<file path="src/rtl/coil_drive_pkg.sv">
// rtl/coil_drive_pkg.sv - shared types and defaults for the coil drive sequencer
package coil_drive_pkg;

    typedef enum logic [2:0] {
        ST_IDLE,
        ST_WAIT,
        ST_DRIVE,
        ST_OFF,
        ST_DRAIN
    } coil_state_t;

    localparam logic DIR_FWD = 1'b0;
    localparam logic DIR_REV = 1'b1;

    localparam int DEF_CNT_W   = 16;
    localparam int DEF_MIN_ON  = 12;
    localparam int DEF_MIN_OFF = 12;
    localparam int DEF_MARGIN  = 4;

endpackage

</file>
<file path="src/rtl/coil_energy_tracker.sv">
// rtl/coil_energy_tracker.sv - saturating coil energy estimate and reversal guard timer
module coil_energy_tracker
    import coil_drive_pkg::*;
#(
    parameter int CNT_W  = DEF_CNT_W,
    parameter int MARGIN = DEF_MARGIN
) (
    input  logic             clk,
    input  logic             rst,
    input  logic             drive_active,
    output logic [CNT_W-1:0] energy,
    output logic             safe_to_reverse
);

    localparam logic [CNT_W-1:0] E_MAX = '1;
    localparam logic [CNT_W-1:0] ONE   = CNT_W'(1);
    localparam logic [CNT_W-1:0] HOLD  = CNT_W'(MARGIN);

    logic [CNT_W-1:0] energy_q;
    logic [CNT_W-1:0] zero_cnt_q;

    // Charge while the bridge is driven, discharge through flyback otherwise; clamp at both ends
    always_ff @(posedge clk) begin
        if (rst) begin
            energy_q <= '0;
        end else if (drive_active) begin
            if (energy_q != E_MAX) begin
                energy_q <= energy_q + ONE;
            end
        end else if (energy_q != '0) begin
            energy_q <= energy_q - ONE;
        end
    end

    // Count idle clocks spent at zero energy, held at MARGIN once reached
    always_ff @(posedge clk) begin
        if (rst) begin
            zero_cnt_q <= '0;
        end else if (energy_q != '0) begin
            zero_cnt_q <= '0;
        end else if (zero_cnt_q != HOLD) begin
            zero_cnt_q <= zero_cnt_q + ONE;
        end
    end

    assign energy          = energy_q;
    assign safe_to_reverse = (energy_q == '0) && (zero_cnt_q == HOLD);

endmodule

</file>
<file path="src/rtl/coil_drive_sequencer.sv">
// rtl/coil_drive_sequencer.sv - pulse-train sequencer producing exclusive H-bridge drive requests
module coil_drive_sequencer
    import coil_drive_pkg::*;
#(
    parameter int CNT_W   = DEF_CNT_W,
    parameter int MIN_ON  = DEF_MIN_ON,
    parameter int MIN_OFF = DEF_MIN_OFF,
    parameter int MARGIN  = DEF_MARGIN
) (
    input  logic             clk,
    input  logic             rst,
    input  logic             cmd_valid,
    output logic             cmd_ready,
    input  logic             cmd_dir,
    input  logic             cmd_alt,
    input  logic [CNT_W-1:0] cmd_on_cycles,
    input  logic [7:0]       cmd_pulses,
    input  logic             abort,
    output logic             drive_fwd,
    output logic             drive_rev,
    output logic             busy,
    output logic             done,
    output logic             cmd_err,
    output logic [CNT_W-1:0] energy
);

    localparam logic [CNT_W-1:0] ONE       = CNT_W'(1);
    localparam logic [CNT_W-1:0] MIN_ON_C  = CNT_W'(MIN_ON);
    // The OFF state lasts MIN_OFF-1 clocks; the DRIVE entry clock adds the last low clock.
    localparam logic [CNT_W-1:0] OFF_THRESH = CNT_W'((MIN_OFF >= 2) ? (MIN_OFF - 2) : 0);

    coil_state_t      state_q, state_d;
    logic             last_dir_q;
    logic             dir_q;
    logic             alt_q;
    logic [CNT_W-1:0] on_cycles_q;
    logic [7:0]       pulses_left_q;
    logic [CNT_W-1:0] on_cnt_q;
    logic [CNT_W-1:0] off_cnt_q;
    logic             drive_fwd_q, drive_rev_q;
    logic             cmd_err_q;

    logic             fwd_d, rev_d;
    logic             accept, reject;
    logic             enter_drive;
    logic             enter_dir;
    logic             pulse_end;
    logic             done_c;
    logic             next_dir;
    logic             safe_to_reverse;
    logic [CNT_W-1:0] on_clamped;

    assign on_clamped = (cmd_on_cycles < MIN_ON_C) ? MIN_ON_C : cmd_on_cycles;
    assign next_dir   = alt_q ? ~last_dir_q : last_dir_q;

    coil_energy_tracker #(
        .CNT_W  (CNT_W),
        .MARGIN (MARGIN)
    ) u_energy (
        .clk             (clk),
        .rst             (rst),
        .drive_active    (drive_fwd_q | drive_rev_q),
        .energy          (energy),
        .safe_to_reverse (safe_to_reverse)
    );

    // Next-state logic and next drive levels; drives are registered so they never glitch
    always_comb begin
        state_d     = state_q;
        fwd_d       = 1'b0;
        rev_d       = 1'b0;
        accept      = 1'b0;
        reject      = 1'b0;
        enter_drive = 1'b0;
        enter_dir   = last_dir_q;
        pulse_end   = 1'b0;
        done_c      = 1'b0;
        case (state_q)
            ST_IDLE: begin
                if (cmd_valid) begin
                    if (cmd_pulses == 8'd0) begin
                        reject = 1'b1;
                    end else begin
                        accept = 1'b1;
                        if ((cmd_dir == last_dir_q) || safe_to_reverse) begin
                            state_d     = ST_DRIVE;
                            enter_drive = 1'b1;
                            enter_dir   = cmd_dir;
                        end else begin
                            state_d = ST_WAIT;
                        end
                    end
                end
            end
            ST_WAIT: begin
                if (abort) begin
                    state_d = ST_DRAIN;
                end else if (safe_to_reverse) begin
                    state_d     = ST_DRIVE;
                    enter_drive = 1'b1;
                    enter_dir   = dir_q;
                end
            end
            ST_DRIVE: begin
                if (abort) begin
                    state_d = ST_DRAIN;
                end else if (on_cnt_q != on_cycles_q) begin
                    fwd_d = (last_dir_q == DIR_FWD);
                    rev_d = (last_dir_q == DIR_REV);
                end else begin
                    state_d   = ST_OFF;
                    pulse_end = 1'b1;
                end
            end
            ST_OFF: begin
                if (abort || (pulses_left_q == 8'd0)) begin
                    state_d = ST_DRAIN;
                end else if ((off_cnt_q >= OFF_THRESH) &&
                             ((next_dir == last_dir_q) || safe_to_reverse)) begin
                    state_d     = ST_DRIVE;
                    enter_drive = 1'b1;
                    enter_dir   = next_dir;
                end
            end
            ST_DRAIN: begin
                if (energy == '0) begin
                    done_c  = 1'b1;
                    state_d = ST_IDLE;
                end
            end
            default: state_d = ST_IDLE;
        endcase
    end

    // State, drive outputs and rejection pulse
    always_ff @(posedge clk) begin
        if (rst) begin
            state_q     <= ST_IDLE;
            drive_fwd_q <= 1'b0;
            drive_rev_q <= 1'b0;
            cmd_err_q   <= 1'b0;
        end else begin
            state_q     <= state_d;
            drive_fwd_q <= fwd_d;
            drive_rev_q <= rev_d;
            cmd_err_q   <= reject;
        end
    end

    // Command fields latched at acceptance, direction latched when a pulse starts
    always_ff @(posedge clk) begin
        if (rst) begin
            last_dir_q    <= DIR_FWD;
            dir_q         <= DIR_FWD;
            alt_q         <= 1'b0;
            on_cycles_q   <= '0;
            pulses_left_q <= 8'd0;
        end else begin
            if (accept) begin
                dir_q         <= cmd_dir;
                alt_q         <= cmd_alt;
                on_cycles_q   <= on_clamped;
                pulses_left_q <= cmd_pulses;
            end else if (pulse_end) begin
                pulses_left_q <= pulses_left_q - 8'd1;
            end
            if (enter_drive) begin
                last_dir_q <= enter_dir;
            end
        end
    end

    // On-time and off-time counters
    always_ff @(posedge clk) begin
        if (rst) begin
            on_cnt_q  <= '0;
            off_cnt_q <= '0;
        end else begin
            if (enter_drive) begin
                on_cnt_q <= '0;
            end else if (fwd_d || rev_d) begin
                on_cnt_q <= on_cnt_q + ONE;
            end
            if (pulse_end) begin
                off_cnt_q <= '0;
            end else if ((state_q == ST_OFF) && (off_cnt_q != '1)) begin
                off_cnt_q <= off_cnt_q + ONE;
            end
        end
    end

    assign drive_fwd = drive_fwd_q;
    assign drive_rev = drive_rev_q;
    assign cmd_ready = (state_q == ST_IDLE);
    assign busy      = (state_q != ST_IDLE);
    assign done      = done_c;
    assign cmd_err   = cmd_err_q;

endmodule

</file>
<file path="config.mk">
export PLATFORM = sky130hd
export DESIGN_NAME = coil_drive_sequencer
export DESIGN_NICKNAME = d
export VERILOG_FILES = /design/src/rtl/coil_drive_pkg.sv /design/src/rtl/coil_energy_tracker.sv /design/src/rtl/coil_drive_sequencer.sv
export SDC_FILE = /design/constraint.sdc
export NUM_CORES = 1
export LEC_CHECK = 0
export CORE_ASPECT_RATIO = 1.25
export CORE_MARGIN = 4
export CORE_UTILIZATION = 55
export CTS_CLUSTER_DIAMETER = 80
export DETAILED_ROUTE_END_ITERATION = 16
export PLACE_DENSITY = 0.8
export SKIP_CTS_REPAIR_TIMING = 1
export SLEW_MARGIN = 10
export SYNTH_ARGS = -nofsm -noshare
export SYNTH_HDL_FRONTEND = slang
export SYNTH_SLANG_ARGS = --single-unit
</file>
<file path="constraint.sdc">
create_clock -name clk -period 8.2 [get_ports clk]
set_input_delay 1.23 -clock clk [delete_from_list [all_inputs] [get_ports clk]]
set_output_delay 1.23 -clock clk [all_outputs]
set_load 0.01 [all_outputs]
</file>
==> results.yml <==
critical_path:
  crit_family: "simple AND/OR/NAND/NOR gates"
  reg2reg_depth: 10
  critPathMaxFanout: 26
  end_kind: "register"
  start_kind: "primary input"
  worstSetupStartpoint: "cmd_valid"
  path_cells: "clkdlybuf4s50_1 > nor4b_2 > nand2_1 > o21ai_0 > a32oi_1 > nand2b_1 > nor2_1"
  timing.rr.end: "u_energy.energy[12]"
  reg2reg_from: "drive_rev"
  crit_end: "on_cnt_q[12]"
  cp_data_arrival_time_ns: 3.91
  crit_required_ns: 8.40
  cp_num_cells: 7
  criticalPathCategory: "in2reg"
  critPathBufInv: 1
  critPathMaxStageDelay_ns: 0.68
  rrSetupSlack_ns: 5.07
  critPathSlowestCell: "nand2_1"
synthesis:
  synth_fp_nets: 666
  synth-simple-area-share: 0.267
  synth_edf_count: 0
  yosys_warnings: 0
  synth.distinct_cells: 60
  async_flop_share: 0
  synth_mux_area_frac: 0.0122
  synthCells: 614
  ys.flop_type: "dfxtp_1"
  syn-mean-instance-area_um2: 8.34
  synthXorXnorAreaFrac: 0.115
  synth_top_family_by_area: "simple AND/OR/NAND/NOR gates"
  yosys_register_bits: 97
  synthAdderAreaFrac: 0.0552
  netlist_area_um2: 5120
  ys_seq_area_frac: 0.379
  synth-compound-area-share: 0.141
floorplan:
  io_pins: 52
  die_y_um: 116
  start_util: 0.561
  core-area_um2: 9130
  num_rows: 39
  die_width_um: 94.3
  die_area_um2: 10900
timing:
  hold_violations: 0
  finalCritPeriodShare: 0.453
  finalSetupViolCount: 0
  fmax_ghz: 0.269
  slew_headroom: 0.203
  fin_crit_ns: 3.71
  final.setup.tns_ns: 0
  rsz0062_at_grt: "false"
  drv_slew: 0
  skew_ns: 0.00724
  worstMarginPinSlew_ns: 1.19
global_route:
  grt_pass1_vias: 4414
  grt_usage: 0.217
  grt_max_degree: 39
  grt_overflow: 0
  antenna_found_initial: 0
  grt_pass1_wl_um: 19300
finish:
  seq_area_um2: 1940
  multi_input_area_um2: 3020
  nNetsFinal: 708
  final_common_cell: "dfxtp_1"
  synthToLayoutAreaGrowth_pct: 16.7
  fillers: 757
  diodes: 0
  mostFrequentLayoutCells: "dfxtp_1, nand2_1, nor2_1"
  design_area_um2: 5980
  final_layout_size_suffix_gt1_frac: 0.0486
detailed_routing:
  drc: 0
  routedWlPerCell_um: 14.5
  wirelength_um: 11400
  ant_nets: 0
  firstDrtPassIters: 5
  drt_iter0_drc: 220
  routed-via-count: 4514
  via_per_inst: 5.77
placed_design:
  place.gp.congestion: 0.895
  dp_hpwl_um: 8470
  place_area_um2: 5710
  port_buffers: 51
outcome:
  status: "finished, final reports clean"
clocking:
  root_buffer: "clkbuf_16"
  cts_tree: "yes"
  cts_buffers: 9
  clk_latency_ns: 0.34
  clkSlewWorstSetupHoldPaths_ns: 0.06
  htree_num_levels: 3
  cts.path.max_buffers: 2
  clock_sinks: 97
run:
  drv_cap: 0
power_and_ir_drop:
  vdd_ir_drop_max_mv: 0.129
  p_leak_nw: 2.13
  p_per_area_nw_per_um2: 288
hold_path:
  hold_class: "reg2reg"
==> through the flow <==
| stage | std cells | power, W | utilization | hold WS [ns] | setup slack, ns |
|---|---|---|---|---|---|
| 3_3_place_gp | 768 | 0.00132 | 0.626 | 0.448 | 4.30 |
| 3_5_place_dp | 768 | 0.00134 | 0.626 | 0.454 | 4.17 |
| 5_1_grt | 782 | 0.00184 | 0.655 | 0.481 | 4.20 |
| 4_1_cts | 782 | 0.00173 | 0.655 | 0.463 | 4.54 |
| 6_report | 782 | 0.00172 | 0.655 | 0.462 | 4.49 |
| 2_1_floorplan | 614 | 0.00114 | - | 0.436 | 5.47 |
==> worst min-delay path by stage <==
stage,from,to,cells after the start
floorplan,dir_q,dir_q,2
global placement,dir_q,dir_q,2
detailed placement,dir_q,dir_q,2
CTS,dir_q,dir_q,2
global route,dir_q,dir_q,2
finish,dir_q,dir_q,2
==> logic make-up after synthesis <==
logic type               after synthesis
buffers and inverters                 39
AO/OA/AOI/OAI                        115
multiplexers                           6
AND/OR/NAND/NOR                      268
XOR/XNOR                              67
flip-flops                            97
adder cells (fa/ha/maj)               22
==> layout make-up <==
cell class | count | share of cell area
sequential | 97 | 0.325
timing repair buffer | 53 | 0.0879
clock inverter | 2 | 0.00251
inverter | 17 | 0.0107
tap | 123 | 0.0257
clock buffer | 12 | 0.0429
multi-input combinational | 478 | 0.506
==> power by group <==
| part | switching, W | leakage [nW] | internal, W | total (W) |
|---|---|---|---|---|
| logic | 0.000376 | 1.21 | 0.000337 | 0.000713 |
| registers | 0.0000805 | 0.790 | 0.000542 | 0.000623 |
| clock network | 0.000167 | 0.127 | 0.000219 | 0.000385 |
| total | 0.000623 | 2.13 | 0.00110 | 0.00172 |
==> sequential cells by signal (all words and copies together) (netlist names) <==
register	count
on_cnt_q	16
dir_q	1
last_dir_q	1
drive_fwd	1
u_energy.energy	16
drive_rev	1
u_energy.zero_cnt_q	16
off_cnt_q	16
alt_q	1
cmd_err	1
state_q	3
on_cycles_q	16
pulses_left_q	8
==> cells in the mapped netlist, drive strengths merged, types with 14 or more instances <==
library cell / instances / area (um^2)
a21oi: 51 / 255
clkbuf: 17 / 65.1
dfxtp: 97 / 1940
ha: 21 / 263
inv: 17 / 63.8
nand2: 79 / 297
nand3: 14 / 75.1
nand4: 22 / 138
nor2: 67 / 251
nor4: 18 / 134
o21ai: 16 / 80.1
or3: 15 / 93.8
xnor2: 33 / 289
xor2: 34 / 298
==> worst min-delay path, delay by kind of cell, from the launching register on <==
kind            cells  cell delay, ns
flops               1            0.31
simple gates        1            0.05
compound gates      1            0.05
==> per-layer routing <==
| metal | vias to the layer above | global-route usage | wire (um) |
|---|---|---|---|
| met5 | - | 0 | 0 |
| met4 | 0 | 0.0983 | 231 |
| met3 | 21 | 0.0370 | 388 |
| met2 | 82 | 0.390 | 5930 |
| met1 | 2146 | 0.251 | 4800 |
| li1 | 2265 | - | - |
Power figures use the tool's default switching activity.
